File: src/rtl/xadc_pkg.sv
// xadc_pkg: shared XADC definitions (DRP address width, reader FSM states, channel constants).
package xadc_pkg;
    localparam int DADDR_W = 7;
    localparam logic [4:0] VAUX0 = 5'h10;
    localparam logic [4:0] VAUX8 = 5'h18;
    typedef enum logic [1:0] {IDLE, REQ, WAIT} state_t;
endpackage

File: src/rtl/xadc_drp_reader.sv
// xadc_drp_reader: reads each XADC conversion result over DRP on end-of-conversion,
// with a one-deep pending slot for EOCs that arrive mid-read and a drdy timeout.
module xadc_drp_reader
    import xadc_pkg::*;
#(
    parameter int TIMEOUT_CYCLES = 64
) (
    input  logic               clk,
    input  logic               reset,
    input  logic               eoc_in,
    input  logic [4:0]         channel_in,
    output logic [DADDR_W-1:0] daddr_out,
    output logic               den_out,
    output logic               dwe_out,
    output logic [15:0]        di_out,
    input  logic [15:0]        do_in,
    input  logic               drdy_in,
    output logic [15:0]        xadc_data,
    output logic               xadc_data_ready,
    output logic [4:0]         channel,
    output logic               drp_timeout,
    output logic               eoc_overrun
);
    localparam int CW = $clog2(TIMEOUT_CYCLES + 1);
    state_t state, state_next;
    logic [CW-1:0] cnt, cnt_inc;
    logic [4:0] cur_ch, pend_ch, start_ch;
    logic pend_valid, start, accept, expire, got;
    assign dwe_out = 1'b0;
    assign di_out = 16'h0000;
    assign cnt_inc = cnt + CW'(1);
    // A waiting channel is serviced before a fresh EOC, which then takes the slot.
    assign start_ch = pend_valid ? pend_ch : channel_in;
    always_ff @(posedge clk) state <= reset ? IDLE : state_next;
    always_comb begin
        state_next = state;
        start = 1'b0;
        accept = 1'b0;
        expire = 1'b0;
        den_out = 1'b0;
        case (state)
            IDLE: begin
                start = eoc_in || pend_valid;
                state_next = start ? REQ : IDLE;
            end
            REQ: begin
                den_out = 1'b1;
                state_next = WAIT;
            end
            WAIT: begin
                accept = drdy_in;
                expire = !drdy_in && cnt_inc == CW'(TIMEOUT_CYCLES);
                state_next = (accept || expire) ? IDLE : WAIT;
            end
            default: state_next = IDLE;
        endcase
    end
    always_ff @(posedge clk) begin
        if (reset) begin
            pend_valid <= 1'b0;
            pend_ch <= '0;
            cur_ch <= '0;
            daddr_out <= '0;
            cnt <= '0;
            xadc_data <= '0;
            channel <= '0;
            got <= 1'b0;
            xadc_data_ready <= 1'b0;
            drp_timeout <= 1'b0;
            eoc_overrun <= 1'b0;
        end else begin
            if (start) begin
                cur_ch <= start_ch;
                daddr_out <= DADDR_W'(start_ch);
            end
            if (eoc_in && (state != IDLE || pend_valid)) begin
                pend_valid <= 1'b1;
                pend_ch <= channel_in;
            end else if (start) begin
                pend_valid <= 1'b0;
            end
            cnt <= (state == WAIT) ? cnt_inc : '0;
            if (accept) begin
                xadc_data <= do_in;
                channel <= cur_ch;
            end
            got <= accept;
            xadc_data_ready <= got;
            drp_timeout <= expire;
            eoc_overrun <= eoc_in && state != IDLE && pend_valid;
        end
    end
endmodule

File: config.mk
export PLATFORM = sky130hd
export DESIGN_NAME = xadc_drp_reader
export DESIGN_NICKNAME = d
export VERILOG_FILES = /design/src/rtl/xadc_pkg.sv /design/src/rtl/xadc_drp_reader.sv
export SDC_FILE = /design/constraint.sdc
export NUM_CORES = 1
export LEC_CHECK = 0
export CAP_MARGIN = 30
export CORE_UTILIZATION = 46
export DETAILED_ROUTE_END_ITERATION = 16
export GPL_TIMING_DRIVEN = 1
export PLACE_DENSITY = 0.82
export SLEW_MARGIN = 15
export SYNTH_ARGS = -nofsm -noshare
export SYNTH_HDL_FRONTEND = slang
export SYNTH_SLANG_ARGS = --single-unit
File: constraint.sdc
create_clock -name clk -period 3.6 [get_ports clk]
set_clock_uncertainty 0.05 [all_clocks]
set_input_delay 0.72 -clock clk [delete_from_list [all_inputs] [get_ports clk]]
set_output_delay 0.72 -clock clk [all_outputs]
set_load 0.02 [all_outputs]
==> reports/results.txt <==
status: complete, no violations
DR WL met3: 190 um
EDFF count, synth: 0
total track usage: 18.0%
Hold Vio Cnt, Final: 0
clock latency on the worst-skew pair: 0.29 ns
Placed Area: 2330 sq um
# DRC: 0
I/O Buffers: 54
die area: 4340 sq um
clock sink count: 45
maximum fanout along the worst path: 11
Slew Limit Fails: 0
post-CTS setup buffer count: 0
Final Core Density: 63.7%
share of cells above drive strength 1: 3.83%
Post-Route M1 WL: 1650 um
FILL cells: 325
RR Endpoint: xadc_data[7]$_SDFFE_PP0P_
area leader, netlist: dfxtp_1
clock tree from TritonCTS: done
floorplan row count: 22
Crit path depth: 2
Main synth FF type: dfxtp_1
Worst-Margin Slew: 0.799 ns
Min-Delay Startpoint: got$_SDFF_PP0_
startpoint types: flop
Resized cells post-CTS: 0
Initial Util: 49.4%
Vias: 1,483
DRC marker count from the first detailed-route iteration: 87
Async SR Flop Fraction: 0%
Mapped Cells: 212
#FFs+latches synth: 45
slew margin rel.: 46.6%
Clock Path Buffers: 2
Top-Level Pins: 74
Worst Hold Path EP: xadc_data_ready$_SDFF_PP0_
leakage: 0.883 nW
# diodes: 0
CP bufs+invs: 1
die width: 65.9 um
PD cells: 408 nW/um^2
grt total ovfl: 0
Worst R2R Setup Slack: 1.82 ns
Routed Wire Length: 3620 um
H-tree depth: 2
first-pass GRT wire length: 5910 um
fmax: 394 MHz
vias in the first global route: 1,296
maximum vdd drop: 250 uV
CP Cell Sequence: nor2b_1 > clkdlybuf4s50_1
CP Capture Type: primary output
synth warn: 0
fin crit period: 2.54 ns
DRT Pass-1 Iters: 4
top post-synthesis cells by area: dfxtp_1, nand2_1, buf_4, a21oi_1, mux2i_1
Worst Setup SP: state[0]$_SDFF_PP0_
mapped cell area: 1880 sq um
DR vias/cell: 4.80
Layout Nets: 287
DR WL met2: 1750 um
RR Startpoint: state[1]$_SDFF_PP0_
Power, Total: 987 uW
Worst Path Class, Setup: flop to primary output
Die Span Y: 65.9 um
largest net degree at the start of global routing: 38
worst hold path type: flop to flop
Fin Setup TNS: 0 ns
cell family contributing the most delay on the critical path: buffers and inverters
Yosys cell types: 31
RSZ-0062 raised after global routing: false
crit path DAT: 1.77 ns
slowest CP cell: clkdlybuf4s50_1
Hold Path Depth: 1
DR top layer: met4
CTS root buffer: clkbuf_8
max_cap viols: 0
commonest cells in the netlist: dfxtp_1, nand2_1, a21oi_1, buf_4, nor2_1
Hold-fix buffers, CTS: 0
worst-case reg-to-reg path depth: 3
initial antenna violation count: 0
Critical Path RT: 2.83 ns
Avg Cell Area, Syn: 8.85 sq um
final instance area: 2420 sq um
area occupied by multi-input gates: 816 sq um
Placer Congestion: 0.746
sequential area share after synthesis: 48.0%
Final ANT Viol Nets: 0
Reg clk slew, reported paths: 0.07 ns
Wirelength per Cell: 11.7 um
final worst path period share: 70.6%
crit-path max cell delay: 0.64 ns
CTS Buf Count: 5
top-area cell type share of the netlist area: 48.0%
storage element area: 901 sq um
Area growth, synth to finish: 28.9%
core area: 3800 sq um
hpwl dp: 2570 um
Final setup viols: 0
placed cells by master (no fill, tap or decap), drive strengths merged, types with 2 or more instances in the layout:
cell type and count:
clkdlybuf4s50 54, nand2 45, dfxtp 45, a21oi 29, conb 19, nor2 15
mux2i 10, clkbuf 7, a211oi 6, nand3 3, o21ai 3, nor2b 2
nand3b 2, nor3b 2, or3 2, inv 2, xor2 2, o31ai 2
nor4b 2
state kept, by name, summed over array words and instances, names as in the netlist:
register and count:
pend_valid 1, xadc_data 16, got 1, channel 5
xadc_data_ready 1, cur_ch 5, state 2, eoc_overrun 1
cnt 7, drp_timeout 1, pend_ch 5
cells by family (layout without fill, tap and decap cells):
| family | Yosys count | count (layout) | synth area share (%) |
|---|---|---|---|
| AND/OR/NAND/NOR | 78 | 78 | 19.3 |
| multiplexers | 10 | 10 | 5.33 |
| adder cells (fa/ha/maj) | 1 | 1 | 0.667 |
| XOR/XNOR | 3 | 3 | 1.40 |
| AO/OA/AOI/OAI | 41 | 41 | 12.9 |
| buffers and inverters | 33 | 64 | 12.1 |
| flip-flops | 45 | 45 | 48.0 |
| other | 1 | 19 | 0.200 |
worst max path at each step:
stage	to	slack (ns)
floorplan	drp_timeout$_SDFF_PP0_	1.96
global route	den_out	0.93
CTS	den_out	1.05
global placement	xadc_data[10]$_SDFFE_PP0P_	1.20
finish	den_out	1.06
detailed placement	xadc_data[7]$_SDFFE_PP0P_	1.15
power by group:
group / leakage [nW] / total [mW] / switching, mW / internal [mW]
combinational: 0.473 / 0.147 / 0.0782 / 0.0684
sequential: 0.365 / 0.536 / 0.0198 / 0.517
clock: 0.0443 / 0.304 / 0.151 / 0.152
through the flow:
step,cells,setup slack [ns],hold slack (ns)
2_1_floorplan,230,1.96,0.364
3_3_place_gp,302,1.20,0.371
3_5_place_dp,302,1.15,0.389
4_1_cts,309,1.05,0.405
5_1_grt,309,0.926,0.410
6_report,309,1.06,0.395
area by class of cell:
| class | count | share of cell area, % |
|---|---|---|
| multi-input combinational | 152 | 33.7 |
| clock buffer | 7 | 3.57 |
| sequential | 45 | 37.2 |
| inverter | 2 | 0.310 |
| tap | 48 | 2.48 |
| timing repair buffer | 55 | 22.7 |
layer usage:
layer / track usage (%) / up-vias
li1: - / 760
met1: 23.1 / 670
met2: 27.9 / 51
met3: 6.03 / 2
met4: 6.52 / 0
met5: 0 / -
Power figures use the tool's default switching activity.
